`config.mk`:
```
export PLATFORM = sky130hd
export DESIGN_NAME = mux_nx1_rr_flat
export DESIGN_NICKNAME = d
export VERILOG_FILES = /design/src/rtl/mux_nx1_rr_pkg.sv /design/src/rtl/mux_nx1_rr_if.sv /design/src/rtl/mux_nx1_rr_arbiter.sv /design/src/rtl/mux_nx1_rr.sv /design/src/flat_wrapper.sv
export SDC_FILE = /design/constraint.sdc
export NUM_CORES = 1
export LEC_CHECK = 0
export BUFFER_PORTS_ARGS = -buffer_cell sky130_fd_sc_hd__buf_2
export CORE_MARGIN = 10
export CORE_UTILIZATION = 35
export DETAILED_ROUTE_END_ITERATION = 6
export PLACE_DENSITY = 0.61
export SLEW_MARGIN = 20
export SYNTH_ARGS = -nofsm -noshare
export SYNTH_HDL_FRONTEND = slang
export SYNTH_SLANG_ARGS = --single-unit
```
`constraint.sdc`:
```
create_clock -name clk -period 6 [get_ports clk]
set_input_delay 1.2 -clock clk [delete_from_list [all_inputs] [get_ports clk]]
set_output_delay 1.2 -clock clk [all_outputs]
set_load 0.02 [all_outputs]
```
`src/rtl/mux_nx1_rr_pkg.sv`:
```
// Shared types for the N:1 registered multiplexer: mode and control-state enums,
// plus the select-width helper used by every file of the block.
package mux_pkg;

  typedef enum logic {
    MODE_FIXED = 1'b0,
    MODE_RR    = 1'b1
  } mode_e;

  typedef enum logic {
    ST_EMPTY = 1'b0,
    ST_FULL  = 1'b1
  } state_e;

  // A 2-channel mux still needs one select bit.
  function automatic int sel_width(input int n);
    return (n > 2) ? $clog2(n) : 1;
  endfunction

endpackage

```
`src/rtl/mux_nx1_rr_if.sv`:
```
// Channel-side and output-side handshake bundle for mux_nx1_rr.
// out_parity exists only when MUX_NX1_RR_PARITY_EN is defined.
interface mux_nx1_rr_if import mux_pkg::*; #(
  parameter int N     = 4,
  parameter int WIDTH = 1
);
  localparam int SEL_W = sel_width(N);

  logic [N*WIDTH-1:0] in_data;
  logic [N-1:0]       in_valid;
  logic [N-1:0]       in_ready;
  mode_e              mode;
  logic [SEL_W-1:0]   sel;
  logic [WIDTH-1:0]   out_data;
  logic [SEL_W-1:0]   out_sel;
  logic               out_valid;
  logic               out_ready;
`ifdef MUX_NX1_RR_PARITY_EN
  logic               out_parity;
`endif

  modport slave (
    input  in_data, in_valid, mode, sel, out_ready,
`ifdef MUX_NX1_RR_PARITY_EN
    output out_parity,
`endif
    output in_ready, out_data, out_sel, out_valid
  );

  modport master (
    output in_data, in_valid, mode, sel, out_ready,
`ifdef MUX_NX1_RR_PARITY_EN
    input  out_parity,
`endif
    input  in_ready, out_data, out_sel, out_valid
  );

endinterface

```
`src/rtl/mux_nx1_rr_arbiter.sv`:
```
// Round-robin arbiter: searches req upward from ptr with wrap, one-hot grant,
// and advances ptr past the winner on every grant.
module rr_arbiter import mux_pkg::*; #(
  parameter int N = 4
) (
  input  logic                    clk,
  input  logic                    rst_n,
  input  logic [N-1:0]            req,
  input  logic                    en,
  output logic [N-1:0]            grant,
  output logic [sel_width(N)-1:0] grant_idx
);
  localparam int SEL_W = sel_width(N);

  logic [SEL_W-1:0] ptr;
  logic [SEL_W-1:0] idx;
  logic             found;
  int               k;

  // NOTE: every output gets a default first so no path leaves it unassigned
  // (an unassigned path in always_comb would infer a latch).
  always_comb begin
    grant     = '0;
    grant_idx = '0;
    found     = 1'b0;
    k         = 0;
    idx       = '0;
    for (int i = 0; i < N; i++) begin
      k = int'(ptr) + i;
      if (k >= N) k = k - N;
      idx = SEL_W'(k);
      if (en && !found && req[idx]) begin
        found      = 1'b1;
        grant[idx] = 1'b1;
        grant_idx  = idx;
      end
    end
  end

  // NOTE: registers use non-blocking assignments so all flops update together.
  always_ff @(posedge clk or negedge rst_n) begin
    if (!rst_n) begin
      ptr <= '0;
    end else if (found) begin
      ptr <= (int'(grant_idx) == N - 1) ? '0 : grant_idx + 1'b1;
    end
  end

endmodule

```
`src/rtl/mux_nx1_rr.sv`:
```
// N:1 registered multiplexer with fixed-select or round-robin channel choice and
// a one-word output register. Optional out_parity under MUX_NX1_RR_PARITY_EN.
module mux_nx1_rr import mux_pkg::*; #(
  parameter int N     = 4,
  parameter int WIDTH = 1
) (
  input logic         clk,
  input logic         rst_n,
  mux_nx1_rr_if.slave bus
);
  localparam int SEL_W = sel_width(N);

  state_e           state;
  logic             load_ok;
  logic             rr_en;
  logic             fix_hit;
  logic             grant_any;
  logic [N-1:0]     rr_grant;
  logic [N-1:0]     grant;
  logic [SEL_W-1:0] rr_idx;
  logic [SEL_W-1:0] grant_idx;
  logic [WIDTH-1:0] sel_data;

  // rst_n gates the grant so no channel sees in_ready while reset is held.
  assign load_ok = rst_n && ((state == ST_EMPTY) || bus.out_ready);
  assign rr_en   = load_ok && (bus.mode == MODE_RR);
  assign fix_hit = load_ok && (bus.mode == MODE_FIXED) &&
                   (int'(bus.sel) < N) && bus.in_valid[bus.sel];

  rr_arbiter #(.N(N)) u_arb (
    .clk      (clk),
    .rst_n    (rst_n),
    .req      (bus.in_valid),
    .en       (rr_en),
    .grant    (rr_grant),
    .grant_idx(rr_idx)
  );

  always_comb begin
    grant     = '0;
    grant_idx = rr_idx;
    if (rr_en) begin
      grant = rr_grant;
    end else if (fix_hit) begin
      grant[bus.sel] = 1'b1;
      grant_idx      = bus.sel;
    end
  end

  assign grant_any    = |grant;
  assign bus.in_ready = grant;
  assign sel_data     = bus.in_data[int'(grant_idx)*WIDTH +: WIDTH];

  always_ff @(posedge clk or negedge rst_n) begin
    if (!rst_n) begin
      state         <= ST_EMPTY;
      bus.out_valid <= 1'b0;
      bus.out_data  <= '0;
      bus.out_sel   <= '0;
`ifdef MUX_NX1_RR_PARITY_EN
      bus.out_parity <= 1'b0;
`endif
    end else if (grant_any) begin
      // A grant implies load_ok, so this covers both fill and drain-and-refill.
      state         <= ST_FULL;
      bus.out_valid <= 1'b1;
      bus.out_data  <= sel_data;
      bus.out_sel   <= grant_idx;
`ifdef MUX_NX1_RR_PARITY_EN
      bus.out_parity <= ^sel_data;
`endif
    end else if (state == ST_FULL && bus.out_ready) begin
      state         <= ST_EMPTY;
      bus.out_valid <= 1'b0;
    end
  end

endmodule

```
`src/flat_wrapper.sv`:
```
// flat-port wrapper written by rule: the top's interface ports become plain ports
module mux_nx1_rr_flat import mux_pkg::*;
#(
  parameter int N     = 4,
  parameter int WIDTH = 1
)
  (clk, rst_n, bus_in_data, bus_in_valid, bus_mode, bus_sel, bus_out_ready, bus_in_ready, bus_out_data, bus_out_sel, bus_out_valid);
  mux_nx1_rr_if #(.N(N), .WIDTH(WIDTH)) bus_i ();
  input logic clk;
  input logic rst_n;
  input wire logic [$bits(bus_i.in_data)-1:0] bus_in_data;
  input wire logic [$bits(bus_i.in_valid)-1:0] bus_in_valid;
  input wire logic [$bits(bus_i.mode)-1:0] bus_mode;
  input wire logic [$bits(bus_i.sel)-1:0] bus_sel;
  input wire logic [$bits(bus_i.out_ready)-1:0] bus_out_ready;
  output wire logic [$bits(bus_i.in_ready)-1:0] bus_in_ready;
  output wire logic [$bits(bus_i.out_data)-1:0] bus_out_data;
  output wire logic [$bits(bus_i.out_sel)-1:0] bus_out_sel;
  output wire logic [$bits(bus_i.out_valid)-1:0] bus_out_valid;
  assign bus_i.in_data = bus_in_data;
  assign bus_i.in_valid = bus_in_valid;
  assign bus_i.mode = bus_mode;
  assign bus_i.sel = bus_sel;
  assign bus_i.out_ready = bus_out_ready;
  assign bus_in_ready = bus_i.in_ready;
  assign bus_out_data = bus_i.out_data;
  assign bus_out_sel = bus_i.out_sel;
  assign bus_out_valid = bus_i.out_valid;
  mux_nx1_rr #(.N(N), .WIDTH(WIDTH)) u_core (.clk(clk), .rst_n(rst_n), .bus(bus_i));
endmodule
```
==> results of run 1 <==
cells by family (layout without fill, tap and decap cells):
group / count (synthesis) / in the layout / synth area share [%]
buf+inv: 9 / 31 / 5.476
xor+xnor: 1 / 1 / 1.096
mux: 12 / 12 / 22.69
compound gates: 18 / 18 / 17.37
fa+ha+maj: 7 / 7 / 10.95
flops: 6 / 6 / 18.78
simple gates: 33 / 33 / 23.63
power breakdown:
group / leakage [nW] / internal [mW] / switching [mW] / total (mW)
clock network: 0.0138 / 0.0229 / 0.0182 / 0.0411
registers: 0.0738 / 0.0602 / 0.0290 / 0.0892
logic: 0.355 / 0.135 / 0.174 / 0.309
layout make-up:
cell class              instances  area, um^2
inverters                       7       27.53
fillers                       217        1245
multi-input cells              71       605.6
well taps                      28       35.03
flip-flops and latches          6       150.1
clock buffers                   3       22.52
repair buffers                 21       105.1
path summary, 6_finish.rpt:
check                                      startpoint  slack (ps)                     to
worst max register to register    u_core.u_arb.ptr[0]        2320    u_core.bus.out_data
max in group asynchronous                       rst_n        5030  u_core.bus.out_sel[0]
min in group asynchronous                       rst_n         780  u_core.bus.out_sel[1]
worst min register to register  u_core.bus.out_sel[0]         510  u_core.bus.out_sel[0]
worst min-delay path            u_core.bus.out_sel[0]         510  u_core.bus.out_sel[0]
worst max-delay path                  bus_in_valid[3]        1670        bus_in_ready[0]
sequential cells by signal, indices dropped and copies added, names as in the netlist:
signal,count
u_core.bus.out_valid,1
u_core.bus.out_sel,2
u_core.u_arb.ptr,2
u_core.bus.out_data,1
routing by layer:
layer / up-vias / track usage (%) / share of wire, %
li1: 377 / - / -
met4: 0 / 6.030 / 1.0
met3: 3 / 2.645 / 4.7
met5: - / 0 / 0
met1: 394 / 10.53 / 38
met2: 17 / 18.43 / 56
critical path, delay by kind of cell:
family	cells	cell delay [ps]
compound gates	1	260
buf+inv	2	300
mux	1	520
simple gates	2	840
stage by stage:
step | hold WS, ps | total power [mW] | setup WS (ps)
2_1_floorplan | 604.6 | 0.3313 | 2065
3_3_place_gp | 497.2 | 0.3899 | 1813
3_5_place_dp | 502.4 | 0.3958 | 1714
4_1_cts | 512.9 | 0.4391 | 1719
5_1_grt | 541.7 | 0.4761 | 1589
6_report | 512.6 | 0.4398 | 1669
cell usage after synthesis (2+ instances only):
library cell,number,area share (%)
inv_1,5,2.3
nand2_1,7,3.3
a221o_1,5,6.3
mux2_4,2,3.8
o21ai_0,2,1.3
ha_1,7,11
dfrtp_1,6,19
a21oi_1,5,3.1
mux4_2,4,11
a222oi_1,2,2.5
nor2_1,3,1.4
nand3_1,4,2.5
nand2b_1,5,3.9
mux2i_1,5,6.3
nor3_1,6,3.8
placed cells by master, fill, tap and decap left out, types with 2 or more instances in the layout:
cell type  instances
a21oi_1            5
nand2b_1           5
nand3_1            4
clkbuf_4           3
o21ai_0            2
a222oi_1           2
mux2_4             2
nor2_1             3
mux4_2             4
inv_1              5
nand2_1            7
dfrtp_1            6
buf_2             21
nor3_1             6
ha_1               7
mux2i_1            5
a221o_1            5
==> impl_metrics.ini, run 1 <==
[synthesis]
avgSynthCellArea_um2 = 9.297
synth.distinct_cells = 33
synth_nets = 107
synth_edf_count = 0
syn_area_um2 = 799.5
synth_seq_cells = 6
synth-async-reset-ratio_pct = 100.0
yosysSeqAreaShare_pct = 18.78
syn_inst = 86
synth_flop_cell = dfrtp_1
ys_warn_count = 0

[clock_tree]
cts_root_buf = clkbuf_4
cts-buffers-inserted = 3
postCtsSetupRepairBufs = 0
clock_latency_ps = 270
clkSlewWorstSetupHoldPaths_ps = 40
cts_buffer_depth = 2
cts_resized = 0
cts_tree = built
cts.sinks = 6
ctsHoldBuffers = 0
htreeDepth = 1

[route]
drc = 0
vias_per_cell = 5.816
postRouteAntennaNets = 0
routedWlPerCell_um = 17.01
drt-total-wl_um = 2314
dr.first_iter.drc_count = 56
vias = 791
first_pass_iters = 4

[placed_design]
hpwl_um = 1852
io_buffers = 21
gp_congestion = 0.9566
dpl.cell_count = 133
place_area_um2 = 923.4

[timing]
fmax_mhz = 230.9
worst_clock_skew_ps = 9.180
worstMarginPinSlew_ps = 522.4
relSlewSlack_pct = 65.08
setup_violations = 0
rsz0062_at_grt = no
drv_slew = 0
hold_viol_final = 0
min_period_ps = 4331
min_period_over_period_pct = 72.19
setup_tns_ps = 0

[status]
status = finished, final reports clean

[die]
num_rows = 17
die_h_um = 67.80
ios = 22
core_um2 = 2191
dieArea_um2 = 4596
initial_core_util_pct = 36.49
die_w_um = 67.80

[setup_path]
crit_top_cell = buf_2
path_class = in -> out
cp-end-kind = output port
critPathMaxFanout = 6
cp_cell_sequence = buf_2, mux4_2, nand4b_2, nor4b_2, a221o_1, buf_2
worst_ep_required_time_ps = 4800
crit_arrival_ps = 3130
cp-start-kind = primary input
rr_worst_depth = 9
max_stage_delay_ps = 560
crit_slowest_cell = nor4b_2

[cells_and_area]
final_cells = 136
drive_gt1_share_pct = 33.33
fin_util_pct = 43.18
postLayoutCellArea_um2 = 945.9
antenna_cells = 0
area_delta_synth_final_pct = 18.31
final_nets = 131

[job]
drv_cap = 0

[worst_hold_path]
worst_hold_path_type = reg -> reg
hold_depth = 2

[global_routing]
grt_use_total_pct = 10.28
grt_pass1_wl_um = 3567
overflow = 0
antenna_found_initial = 0
grt_max_degree = 12
grt_pass1_vias = 747

[pwr]
irDropWorstVdd_uv = 218.7
power_density_nw_per_um2 = 464.9
p_leak_nw = 0.4428
(Power assumes the default switching activity.)
==> run 2, diff against run 1 <==
--- a/config.mk
+++ b/config.mk
@@ -5,11 +5,12 @@
 export SDC_FILE = /design/constraint.sdc
 export NUM_CORES = 1
 export LEC_CHECK = 0
+export ABC_AREA = 1
 export BUFFER_PORTS_ARGS = -buffer_cell sky130_fd_sc_hd__buf_2
 export CORE_MARGIN = 10
 export CORE_UTILIZATION = 35
 export DETAILED_ROUTE_END_ITERATION = 6
-export PLACE_DENSITY = 0.61
+export PLACE_DENSITY = 0.59
 export SLEW_MARGIN = 20
 export SYNTH_ARGS = -nofsm -noshare
 export SYNTH_HDL_FRONTEND = slang
==> constraint.sdc (replaced) <==
create_clock -name clk -period 4.3 [get_ports clk]
set_input_delay 0.86 -clock clk [delete_from_list [all_inputs] [get_ports clk]]
set_output_delay 0.86 -clock clk [all_outputs]
set_load 0.02 [all_outputs]
==> run 2 against run 1 <==
  * Synthesized cell count up 85%
  * Wire length up 28%
  * Design area up 34%
  * Critical path depth up 6
  * Largest power group unchanged
  * Combinational power up 100%
==> impl_metrics.ini, run 2 <==
[status]
status = finished, final reports clean

[setup_path]
startpoint = u_core.u_arb.ptr[0]
crit_slowest_cell = dfrtp_1
max_stage_delay_ps = 670
critPathMaxFanout = 12
cp-end-kind = output port
worst-path-buf-inv = 4
cp_top_family = flip-flops
path_class = reg -> out
cp-start-kind = register
worst_ep_required_time_ps = 3440
crit_arrival_ps = 2520
r2r_start = u_core.u_arb.ptr[0]
cp_cell_sequence = inv_8, ha_1, inv_1, nand3_2, nand2_4, inv_4, o21bai_4, nand2_4, nor2_4, nand2_1, nand3_2, buf_2

[timing]
setup_violations = 0
setup_tns_ps = 0
fmax_mhz = 296.2
timing.final.ws_setup_ps = 923.8
worst_clock_skew_ps = 0.2423
rsz0062_at_grt = no
min_period_ps = 3376
relSlewSlack_pct = 64.67
min_period_over_period_pct = 78.52
hold_ws_ps = 447.3
hold_viol_final = 0
worstMarginPinSlew_ps = 530.0
drv_slew = 0

[pwr]
power_density_nw_per_um2 = 640.9
irDropWorstVdd_uv = 223.8
p_leak_nw = 0.7062
total_power_mw = 0.8132

[clock_tree]
cts_tree = built
clkSlewWorstSetupHoldPaths_ps = 40
clock_latency_ps = 250
postCtsSetupRepairBufs = 0
cts.sinks = 6
htreeDepth = 1
cts_buffer_depth = 2
cts-buffers-inserted = 3
cts_root_buf = clkbuf_4
ctsHoldBuffers = 0
cts_resized = 0

[global_routing]
overflow = 0
antenna_found_initial = 0
grt_max_degree = 13
grt_use_total_pct = 10.31
grt_pass1_vias = 1187
grt_pass1_wl_um = 5133

[synthesis]
ys_warn_count = 0
synthTopCellsByArea = dfrtp_1 (14%), nand2_1 (13%), nand3_1 (10%)
synth_fa_ha_area_share_pct = 7.982
synth.distinct_cells = 27
synthXorXnorAreaFrac_pct = 0
avgSynthCellArea_um2 = 6.901
synthSimpleGateAreaFrac_pct = 62.14
syn_area_um2 = 1097
synth_flop_cell = dfrtp_1
synth_compound_area_share_pct = 5.701
synth-async-reset-ratio_pct = 100.0
synth_edf_count = 0
synth.most_common_cell = nand2_1
muxShareOfSynthArea_pct = 0
synth_top_family_by_area = simple AND/OR/NAND/NOR gates
synth_nets = 180
yosysSeqAreaShare_pct = 13.68
yosys.area.top_type = dfrtp_1
synth_seq_cells = 6
synth_common_cells = nand2_1 (39), nand3_1 (23), inv_1 (19), nand3_2 (10), nor2_1 (9)
yosysTopAreaCellShare_pct = 13.68
syn_inst = 159

[route]
dr.first_iter.drc_count = 74
postRouteAntennaNets = 0
routedWlPerCell_um = 13.12
vias = 1099
drc = 0
drt-total-wl_um = 2964
first_pass_iters = 5
vias_per_cell = 4.863

[cells_and_area]
drive_gt1_share_pct = 37.36
final_common_cell = nand2_1
postLayoutCellArea_um2 = 1269
antenna_cells = 0
area_delta_synth_final_pct = 15.62
reg_top3 = u_core.bus.out_sel: 2 flops, u_core.u_arb.ptr: 2 flops
mostFrequentLayoutCells = nand2_1 (39), nand3_1 (23), buf_2 (21)
final_nets = 205
fill_cells = 340

[job]
drv_cap = 0

[die]
die_h_um = 75.99
die_w_um = 75.99
num_rows = 20
dieArea_um2 = 5774
ios = 22
initial_core_util_pct = 36.24
core_um2 = 3028

[placed_design]
gp_congestion = 0.7874
place_area_um2 = 1246
hpwl_um = 2561
dp_slack_ps = 1193
io_buffers = 21

[worst_hold_path]
worst_hold_path_type = in -> async
==> run 2: changes by cell type after synthesis, sizes merged, moves of 4 or more <==
| cell | previous run | this run |
|---|---|---|
| a21oi | 5 | 1 |
| a221o | 5 | 0 |
| inv | 5 | 25 |
| mux2i | 5 | 0 |
| mux4 | 4 | 0 |
| nand2 | 7 | 51 |
| nand2b | 5 | 0 |
| nand3 | 4 | 35 |
| nand4 | 0 | 6 |
| nor2 | 4 | 18 |
| nor3 | 6 | 1 |
==> run 2: final cells by class <==
class	count	area (um^2)	area share, %
multi-input combinational	127	832.0	65.58
sequential	6	150.1	11.83
inverter	25	103.9	8.185
tap	44	55.05	4.339
clock buffer	3	22.52	1.775
timing repair buffer	21	105.1	8.284
==> run 2: report_power, final <==
| part | switching (mW) | internal [mW] | total (mW) |
|---|---|---|---|
| clock | 0.0209 | 0.0316 | 0.0525 |
| combinational | 0.421 | 0.210 | 0.631 |
| sequential | 0.0451 | 0.0842 | 0.129 |
| total | 0.487 | 0.326 | 0.813 |
==> run 2: final timing paths <==
kind                                    endpoint  slack, ps  cells after the start
max                              bus_in_ready[2]        920                     12
min                          u_core.u_arb.ptr[0]        450                      1
max reg2reg                  u_core.bus.out_data       1820                     16
min reg2reg                  u_core.bus.out_data        510                      2
max in group asynchronous  u_core.bus.out_sel[0]       3690                      1
min in group clk             u_core.bus.out_data        510                      2
==> run 2: cell families after synthesis <==
kind of cell	Yosys count
buffers and inverters	26
AND/OR/NAND/NOR	112
adder cells (fa/ha/maj)	7
flip-flops	6
AO/OA/AOI/OAI	8
==> run 2: layer usage <==
metal | vias to the layer above | wire length, um | global-route usage [%]
met2 | 30 | 1511 | 18.62
met5 | - | 0 | 0
met1 | 499 | 1237 | 10.93
li1 | 564 | - | -
met3 | 6 | 125 | 2.476
met4 | 0 | 89 | 4.735
==> run 2: metrics by stage <==
step	util [%]	instances
global route	41.90	226
finish	41.90	226
detailed placement	41.16	223
global placement	41.16	223
floorplan	-	159
CTS	41.90	226
